<file path="src/rtl/apb_gpi_irq_if.sv">
// APB bus bundle for the apb_gpi_irq peripheral.
// The master drives address, control and write data. The slave returns read data and ready.
interface apb_gpi_irq_if;
  logic [4:0]  PADDR;
  logic        PWRITE;
  logic        PENABLE;
  logic [31:0] PWDATA;
  logic        PSEL;
  logic [31:0] PRDATA;
  logic        PREADY;

  modport master (
    output PADDR, PWRITE, PENABLE, PWDATA, PSEL,
    input  PRDATA, PREADY
  );

  modport slave (
    input  PADDR, PWRITE, PENABLE, PWDATA, PSEL,
    output PRDATA, PREADY
  );
endinterface

</file>
<file path="src/rtl/apb_gpi_irq.sv">
// APB general-purpose input block with per-pin synchronisers and edge detection.
// It has sticky write-1-to-clear edge status and a level interrupt output.
module apb_gpi_irq #(
  parameter int WIDTH       = 8,
  parameter int SYNC_STAGES = 2
) (
  input  logic               PCLK,
  input  logic               PRESET,
  apb_gpi_irq_if.slave       apb,
  input  logic [WIDTH-1:0]   gpi,
  output logic               irq
);

  typedef enum logic [1:0] {
    ST_IDLE,
    ST_ACK,
    ST_HOLD
  } state_t;

  state_t                              state_q;
  logic                                pready_q;
  logic [31:0]                         prdata_q;
  logic [SYNC_STAGES-1:0][WIDTH-1:0]   sync_q;
  logic [WIDTH-1:0]                    sd_q;
  logic [WIDTH-1:0]                    cr_q, cr_d;
  logic [WIDTH-1:0]                    rie_q, rie_d;
  logic [WIDTH-1:0]                    fie_q, fie_d;
  logic [WIDTH-1:0]                    isr_q, isr_d;
  logic [WIDTH-1:0]                    s;
  logic [WIDTH-1:0]                    evt;
  logic [WIDTH-1:0]                    wdat;
  logic [2:0]                          reg_sel;
  logic [31:0]                         rd_word;
  logic                                access;
  logic                                commit;
  logic                                unused_bits;

  assign access      = apb.PSEL && apb.PENABLE;
  assign reg_sel     = apb.PADDR[4:2];
  assign wdat        = apb.PWDATA[WIDTH-1:0];
  assign unused_bits = ^{apb.PADDR[1:0], apb.PWDATA};

  // Synchroniser chain; sd_q keeps running whatever CR says, so enabling a pin sees no stale edge.
  always_ff @(posedge PCLK or posedge PRESET) begin
    if (PRESET) begin
      sync_q <= '0;
      sd_q   <= '0;
    end else begin
      sync_q <= {sync_q[SYNC_STAGES-2:0], gpi};
      sd_q   <= sync_q[SYNC_STAGES-1];
    end
  end

  assign s   = sync_q[SYNC_STAGES-1];
  assign evt = cr_q & ((s & ~sd_q & rie_q) | (~s & sd_q & fie_q));

  always_comb begin
    rd_word = '0;
    case (reg_sel)
      3'd0:    rd_word[WIDTH-1:0] = cr_q;
      3'd1:    rd_word[WIDTH-1:0] = s & cr_q;
      3'd2:    rd_word[WIDTH-1:0] = rie_q;
      3'd3:    rd_word[WIDTH-1:0] = fie_q;
      3'd4:    rd_word[WIDTH-1:0] = isr_q;
      default: rd_word = '0;
    endcase
  end

  // One wait state. PREADY pulses once per transfer, then the FSM holds until the master ends the access phase.
  always_ff @(posedge PCLK or posedge PRESET) begin
    if (PRESET) begin
      state_q  <= ST_IDLE;
      pready_q <= 1'b0;
      prdata_q <= '0;
    end else begin
      case (state_q)
        ST_IDLE: begin
          pready_q <= 1'b0;
          if (access) begin
            state_q  <= ST_ACK;
            pready_q <= 1'b1;
            if (!apb.PWRITE) prdata_q <= rd_word;
          end
        end
        ST_ACK: begin
          pready_q <= 1'b0;
          state_q  <= access ? ST_HOLD : ST_IDLE;
        end
        ST_HOLD: begin
          pready_q <= 1'b0;
          if (!access) state_q <= ST_IDLE;
        end
        default: begin
          pready_q <= 1'b0;
          state_q  <= ST_IDLE;
        end
      endcase
    end
  end

  assign commit = (state_q == ST_ACK) && access && apb.PWRITE;

  // Writes land on the edge that ends the ready cycle. A new edge event beats a same-cycle clear.
  always_comb begin
    cr_d  = cr_q;
    rie_d = rie_q;
    fie_d = fie_q;
    isr_d = isr_q;
    if (commit) begin
      case (reg_sel)
        3'd0:    cr_d  = wdat;
        3'd2:    rie_d = wdat;
        3'd3:    fie_d = wdat;
        3'd4:    isr_d = isr_q & ~wdat;
        default: ;
      endcase
    end
    isr_d = isr_d | evt;
  end

  always_ff @(posedge PCLK or posedge PRESET) begin
    if (PRESET) begin
      cr_q  <= '0;
      rie_q <= '0;
      fie_q <= '0;
      isr_q <= '0;
    end else begin
      cr_q  <= cr_d;
      rie_q <= rie_d;
      fie_q <= fie_d;
      isr_q <= isr_d;
    end
  end

  assign apb.PREADY = pready_q;
  assign apb.PRDATA = prdata_q;
  assign irq        = |isr_q;

endmodule

</file>
<file path="src/flat_wrapper.sv">
// flat-port wrapper written by rule: the top's interface ports become plain ports
module apb_gpi_irq_flat 
#(
  parameter int WIDTH       = 8,
  parameter int SYNC_STAGES = 2
)
  (PCLK, PRESET, gpi, irq, apb_PADDR, apb_PWRITE, apb_PENABLE, apb_PWDATA, apb_PSEL, apb_PRDATA, apb_PREADY);
  apb_gpi_irq_if apb_i ();
  input  logic PCLK;
  input  logic PRESET;
  input  logic [WIDTH-1:0] gpi;
  output logic irq;
  input wire logic [$bits(apb_i.PADDR)-1:0] apb_PADDR;
  input wire logic [$bits(apb_i.PWRITE)-1:0] apb_PWRITE;
  input wire logic [$bits(apb_i.PENABLE)-1:0] apb_PENABLE;
  input wire logic [$bits(apb_i.PWDATA)-1:0] apb_PWDATA;
  input wire logic [$bits(apb_i.PSEL)-1:0] apb_PSEL;
  output wire logic [$bits(apb_i.PRDATA)-1:0] apb_PRDATA;
  output wire logic [$bits(apb_i.PREADY)-1:0] apb_PREADY;
  assign apb_i.PADDR = apb_PADDR;
  assign apb_i.PWRITE = apb_PWRITE;
  assign apb_i.PENABLE = apb_PENABLE;
  assign apb_i.PWDATA = apb_PWDATA;
  assign apb_i.PSEL = apb_PSEL;
  assign apb_PRDATA = apb_i.PRDATA;
  assign apb_PREADY = apb_i.PREADY;
  apb_gpi_irq #(.WIDTH(WIDTH), .SYNC_STAGES(SYNC_STAGES)) u_core (.PCLK(PCLK), .PRESET(PRESET), .apb(apb_i), .gpi(gpi), .irq(irq));
endmodule
</file>
<file path="config.mk">
export PLATFORM = sky130hd
export DESIGN_NAME = apb_gpi_irq_flat
export DESIGN_NICKNAME = d
export VERILOG_FILES = /design/src/rtl/apb_gpi_irq_if.sv /design/src/rtl/apb_gpi_irq.sv /design/src/flat_wrapper.sv
export SDC_FILE = /design/constraint.sdc
export NUM_CORES = 1
export LEC_CHECK = 0
export CAP_MARGIN = 20
export CELL_PAD_IN_SITES_DETAIL_PLACEMENT = 2
export CELL_PAD_IN_SITES_GLOBAL_PLACEMENT = 2
export CORE_MARGIN = 4
export CORE_UTILIZATION = 30
export DETAILED_ROUTE_END_ITERATION = 8
export GPL_ROUTABILITY_DRIVEN = 0
export GPL_TIMING_DRIVEN = 0
export PLACE_DENSITY = 0.78
export SYNTH_ARGS = -nofsm -noshare
export SYNTH_HDL_FRONTEND = slang
export SYNTH_SLANG_ARGS = --single-unit
</file>
<file path="constraint.sdc">
create_clock -name PCLK -period 3 [get_ports PCLK]
set_clock_uncertainty 0.15 [all_clocks]
set_input_delay 0.6 -clock PCLK [delete_from_list [all_inputs] [get_ports PCLK]]
set_output_delay 0.6 -clock PCLK [all_outputs]
set_load 0.01 [all_outputs]
</file>
* Yosys cells after proc, flatten, opt, wreduce, memory -nomap -nowiden
Cells that the tools add are included.
** Storage, ports and cells
- Memories :: 0
- Bits in latches :: 0
- Output and inout port bits :: 34
- Input port bits :: 50
- Register bits :: 67
- Memory bits (writable) :: 0
- Word-level logic and storage cells :: 51
- Memory bits (read-only) :: 0
** Cells by class
- Equal/unequal tests :: 8
- Div/mod/pow operators :: 0
- $add $sub $neg :: 0
- $mul :: 0
- Bitwise gates (word level) :: 13
- Multiplexer cells :: 9
- Reductions and logical operators :: 11
- Order comparisons :: 0
- Shifts and indexed selects :: 0
** Operators with widths (count)
- AND 8 bit :: 7
- one-hot mux 8 bit (5 select lines) :: 1
- inverter 8 bit :: 3
- 2-to-1 mux 8 bit :: 2
- OR 8 bit :: 2
- AND reduction 2 bit :: 4
- OR reduction 8 bit :: 1
- == test 3 x 2 -> 1 bit (second input constant) :: 2
- 2-to-1 mux 2 bit :: 3
- one-hot mux 2 bit (3 select lines) :: 1
- == test 3 x 1 -> 1 bit (second input constant) :: 1
- == test 3 bit (second input constant) :: 1
- logical AND 1 bit :: 3
- zero test 3 bit :: 1
- AND reduction 3 bit :: 1
- == test 2 x 1 -> 1 bit (second input constant) :: 1
- == test 2 bit (second input constant) :: 1
- zero test 2 bit :: 1
- 2-to-1 mux 1 bit :: 2
- inequality test 2 x 1 -> 1 bit (second input constant) :: 1
- inequality test 2 bit (second input constant) :: 1
- inverter 1 bit :: 1

* Logic depth before layout (Yosys ltp)
- Depth in word-level cells :: 6
- Gate-level depth with buffers :: 6
- Mapped depth without buffers :: 4

* Least setup slack after synthesis
No wires, ideal clock.
- Path type :: input port to flip-flop
- Start :: input apb_PADDR[4]
- End :: register u_core.rie_q[0]
- Path buffers :: 0
- Arrival :: 1630 ps
- Cell stages on the path :: 3
- Slack :: 1095 ps
- Required time :: 2725 ps
- Setup time :: 125 ps
- Cells stage by stage :: nand2b_2 > nor4_4 > mux2_2
** On the way
- Word-level cells in the longest chain between the ends :: 2
** RTL lines
- start, declared :: RTL line flat_wrapper.sv:13 : input wire logic [$bits(apb_i.PADDR)-1:0] apb_PADDR;
- == test 3 x 2 -> 1 bit :: RTL line apb_gpi_irq.sv:110 : case (reg_sel)
- AND reduction 2 bit (no line)
- end signal, assigned :: RTL line apb_gpi_irq.sv:129 : rie_q <= rie_d;
- end, declared :: RTL line apb_gpi_irq.sv:26 : logic [WIDTH-1:0] rie_q, rie_d;
Every way passes these cells.
A chain may end at the register's enable or synchronous reset.

* Worst setup path in the final report
- Start :: input apb_PADDR[2]
- End :: register u_core.cr_q[2]
** On the way
- Word-level cells in the longest chain between the ends :: 2
** RTL lines
- zero test 3 bit :: RTL line apb_gpi_irq.sv:110
- AND reduction 2 bit (no line)
- end signal, assigned :: RTL line apb_gpi_irq.sv:128 : cr_q <= cr_d;
- end, declared :: RTL line apb_gpi_irq.sv:25 : logic [WIDTH-1:0] cr_q, cr_d;
Every way passes these cells.

==> summary.md <==
| Metric | Value |
|---|---|
| Die W | `106 µm` |
| Combinational share of power | `0.114` |
| Layout area overhead | `27.5%` |
| Nets | `352` |
| Synthesized cell area | `between 0.002 and 0.003 mm²` |
| Crit path cell chain | `clkdlybuf4s50_1, buf_2, nor3_1, nand3_1, mux2_2` |
| Status | `finished, final reports clean` |
| Worst EP required | `3.08 ns` |
| Met1 global-route usage | `0.169` |
| Internal power | `0.00155 W` |
| Yosys top cell by area | `dfrtp_1` |
| Diodes inserted | `0` |
| Crit Path Class | `in2reg` |
| TritonCTS clock tree | `done` |
| Port Buffer Count | `33` |
| Row count | `35` |
| Starting Density | `0.311` |
| GRT Max-Usage Layer | `met2` |
| HP Class | `reg2reg` |
| Post-cts hold buffer count | `0` |
| Synth unique cells | `31` |
| Ys flop type | `dfrtp_1` |
| Initial antenna violation count | `0` |
| Worst setup SP type | `primary input` |
| Largest net degree at the start of global routing | `approximately 70` |
| Clk slew on worst S/H paths | `around 0.07 ns` |
| Clk pwr share | `0.397` |
| Post-route ant nets | `0` |
| Vert. Die Dim | `roughly 110 µm` |
| H-tree Lvls | `3` |
| Pwr per Cell Area | `between 500 and 600 mW/mm²` |
| Die footprint | `roughly 0.011 mm²` |
| Min cycle time layout | `between 2 and 3 ns` |
| Reg2Reg Depth | `4` |
| Drt first pass iters | `4` |
| Seq/Total Area, Yosys | `0.581` |
| Max Cap Viol | `0` |
| Worst hold path depth | `0` |
| Layout Utilization | `0.396` |
| Worst-case headroom to the max-slew limit | `0.451` |
| DR vias | `2040` |
| Worst R2R End | `u_core.cr_q[2]` |
| Overflow after GRT | `0` |
| Async set-or-reset flop fraction in the synthesized netlist | `1.00` |
| Hold Startpoint | `u_core.sync_q[7]` |
| Crit path DAT | `2.60 ns` |
| Switching Fraction | `0.245` |
| Vias/cell | `4.69` |
| Root Buffer | `clkbuf_8` |
| Core Area | `roughly 0.0093 mm²` |
| CTS Buf Count | `9` |
| Wirelength per Cell | `17.4 µm` |
| Worst-Skew Late Latency | `0.35 ns` |
| First-pass GRT wire length | `12.0 mm` |
| Slowest Stage Delay on Critical Path | `0.56 ns` |
| Reg2Reg Setup Slack | `roughly 0.96 ns` |
| Vias in the first global route | `2309` |
| Slew @ Worst Pin | `0.823 ns` |
| Total track usage | `0.141` |
| Routed WL | `~7.6 mm` |
| Count leader, synth | `dfrtp_1` |
| Final Non-Filler Cells | `435` |
| Dpl cells | `420` |
| Worst R2R Start | `u_core.state_q[0]` |
| Peak supply drop | `between 0.15 and 0.2 mV` |
| F_max | `roughly 400 MHz` |
| Post-synth EDFFs | `0` |
| Avg Synthesized Cell Area | `about 12 µm²` |
| Slowest stage cell, crit path | `clkdlybuf4s50_1` |
| Clock tree buffer depth | `2` |
| Share of post-route cells with drive strength above 1 | `0.232` |
| Sequential Power Share | `0.488` |
| Global routing usage on met3 | `0.0389` |
| Critical Path Fanout Max | `10` |
| Fin Setup TNS | `0 ns` |
| Worst hold endpoint | `u_core.s[7]` |
| Num ports | `between 80 and 90` |
| Critical Path Sink Type | `register` |
| Post-CTS setup buffers | `0` |
| Max Slew Vio Count | `0` |
| CTS sink cnt | `between 60 and 70` |
| Switching pwr | `around 0.00050 W` |
| Synth Instances | `around 240` |
| Yosys top cell area share | `0.581` |
| Met2 usage | `0.240` |
| FILL cells | `1007` |
| RSZ-0062 raised after global routing | `no` |
| Delay-heaviest family, CP | `buffers and inverters` |
| Min Hold Slack | `approximately 0.2 ns` |
| Largest cells by area after synthesis | `dfrtp_1 58%, mux2_2 9.7%, buf_4 6.2%` |
| Dpl hpwl | `5.23 mm` |
| WP buf/inv | `2` |
| Number of synthesized register bits | `67` |
| Leakage | `1.67 nW` |
| Iteration-0 DRC count of the detailed router | `between 60 and 70` |
| Endpoints failing setup | `0` |
| Synth warn | `0` |
| Final Hold Violating Endpoints | `0` |
| Most frequent cells after synthesis | `67 x dfrtp_1, 32 x nand2_1, 25 x mux2_2` |
| Crit share post-route | `0.838` |
| DRC | `0` |
| Post-CTS resize count | `0` |
[flip-flops by register name, indices dropped and copies added, names as in the netlist]
register / cells
u_core.apb.PRDATA: 8
u_core.apb.PREADY: 1
u_core.cr_q: 8
u_core.fie_q: 8
u_core.isr_q: 8
u_core.rie_q: 8
u_core.s: 8
u_core.sd_q: 8
u_core.state_q: 2
u_core.sync_q: 8
[placed cells by master (no fill, tap or decap), drive strengths merged]
master / n
nand3: 1
mux2: 25
o22ai: 6
clkbuf: 16
a31oi: 1
nor2b: 4
o22a: 7
a32oi: 8
and3b: 1
nor2: 2
xor2: 1
and3: 1
or3: 1
mux2i: 2
o21ai: 10
dfrtp: 67
nor4: 4
a22oi: 5
and2: 1
a22o: 8
conb: 24
nand3b: 3
buf: 27
clkdlybuf4s50: 33
nand2b: 10
nand2: 32
inv: 3
nor3: 2
bufinv: 1
[worst max-delay path by stage]
stage | start | to | slack, ns | cells after the start
after detailed placement | apb_PADDR[2] | u_core.rie_q[1] | 0.09 | 4
after CTS | apb_PADDR[2] | u_core.cr_q[3] | 0.45 | 5
final | apb_PADDR[2] | u_core.cr_q[2] | 0.48 | 5
after global routing | apb_PADDR[2] | u_core.rie_q[0] | 0.36 | 4
after global placement | PRESET | u_core.state_q[1] | -0.61 | 2
after floorplan | PRESET | u_core.apb.PRDATA[0] | 0.57 | 1
[power by group through the flow]
stage / Combinational (W) / Clock, W / Sequential (W)
after detailed placement: 0.000235 / 0 / 0.00102
after global placement: 0.000226 / 0 / 0.00101
after CTS: 0.000237 / 0.000836 / 0.00100
final: 0.000234 / 0.000815 / 0.00100
after global routing: 0.000257 / 0.000873 / 0.00101
after floorplan: 0.000136 / 0 / 0.00100
[cells by family after synthesis]
logic type / after synthesis / share of synthesized area
flops: 67 / 0.581
simple gates: 62 / 0.121
compound gates: 45 / 0.115
buf+inv: 32 / 0.0741
mux: 27 / 0.104
xor+xnor: 1 / 0.00303
other cells: 1 / 0.00130
[routing by layer]
layer	wire length [µm]	up-vias
met1	3290	1055
met5	0	-
met3	344	8
met2	3810	50
li1	-	927
met4	98	0
[area by class of cell]
cell class	instances	area [µm²]	share of cell area
clock inverter	1	30.0	0.00816
clock buffer	14	183	0.0496
timing repair buffer	33	330	0.0897
sequential	67	1680	0.455
multi-input combinational	159	1080	0.294
inverter	3	13.8	0.00374
tap	129	161	0.0438
buffer	29	203	0.0551
[per-stage QoR]
stage | setup WS [ns] | area [µm²] | power, W
floorplan | 0.567 | 2970 | 0.00114
finish | 0.485 | 3680 | 0.00205
global placement | -0.606 | 3470 | 0.00124
global route | 0.363 | 3680 | 0.00214
CTS | 0.450 | 3680 | 0.00207
detailed placement | 0.0853 | 3470 | 0.00125
No activity file was read; power rests on OpenSTA's default activity.
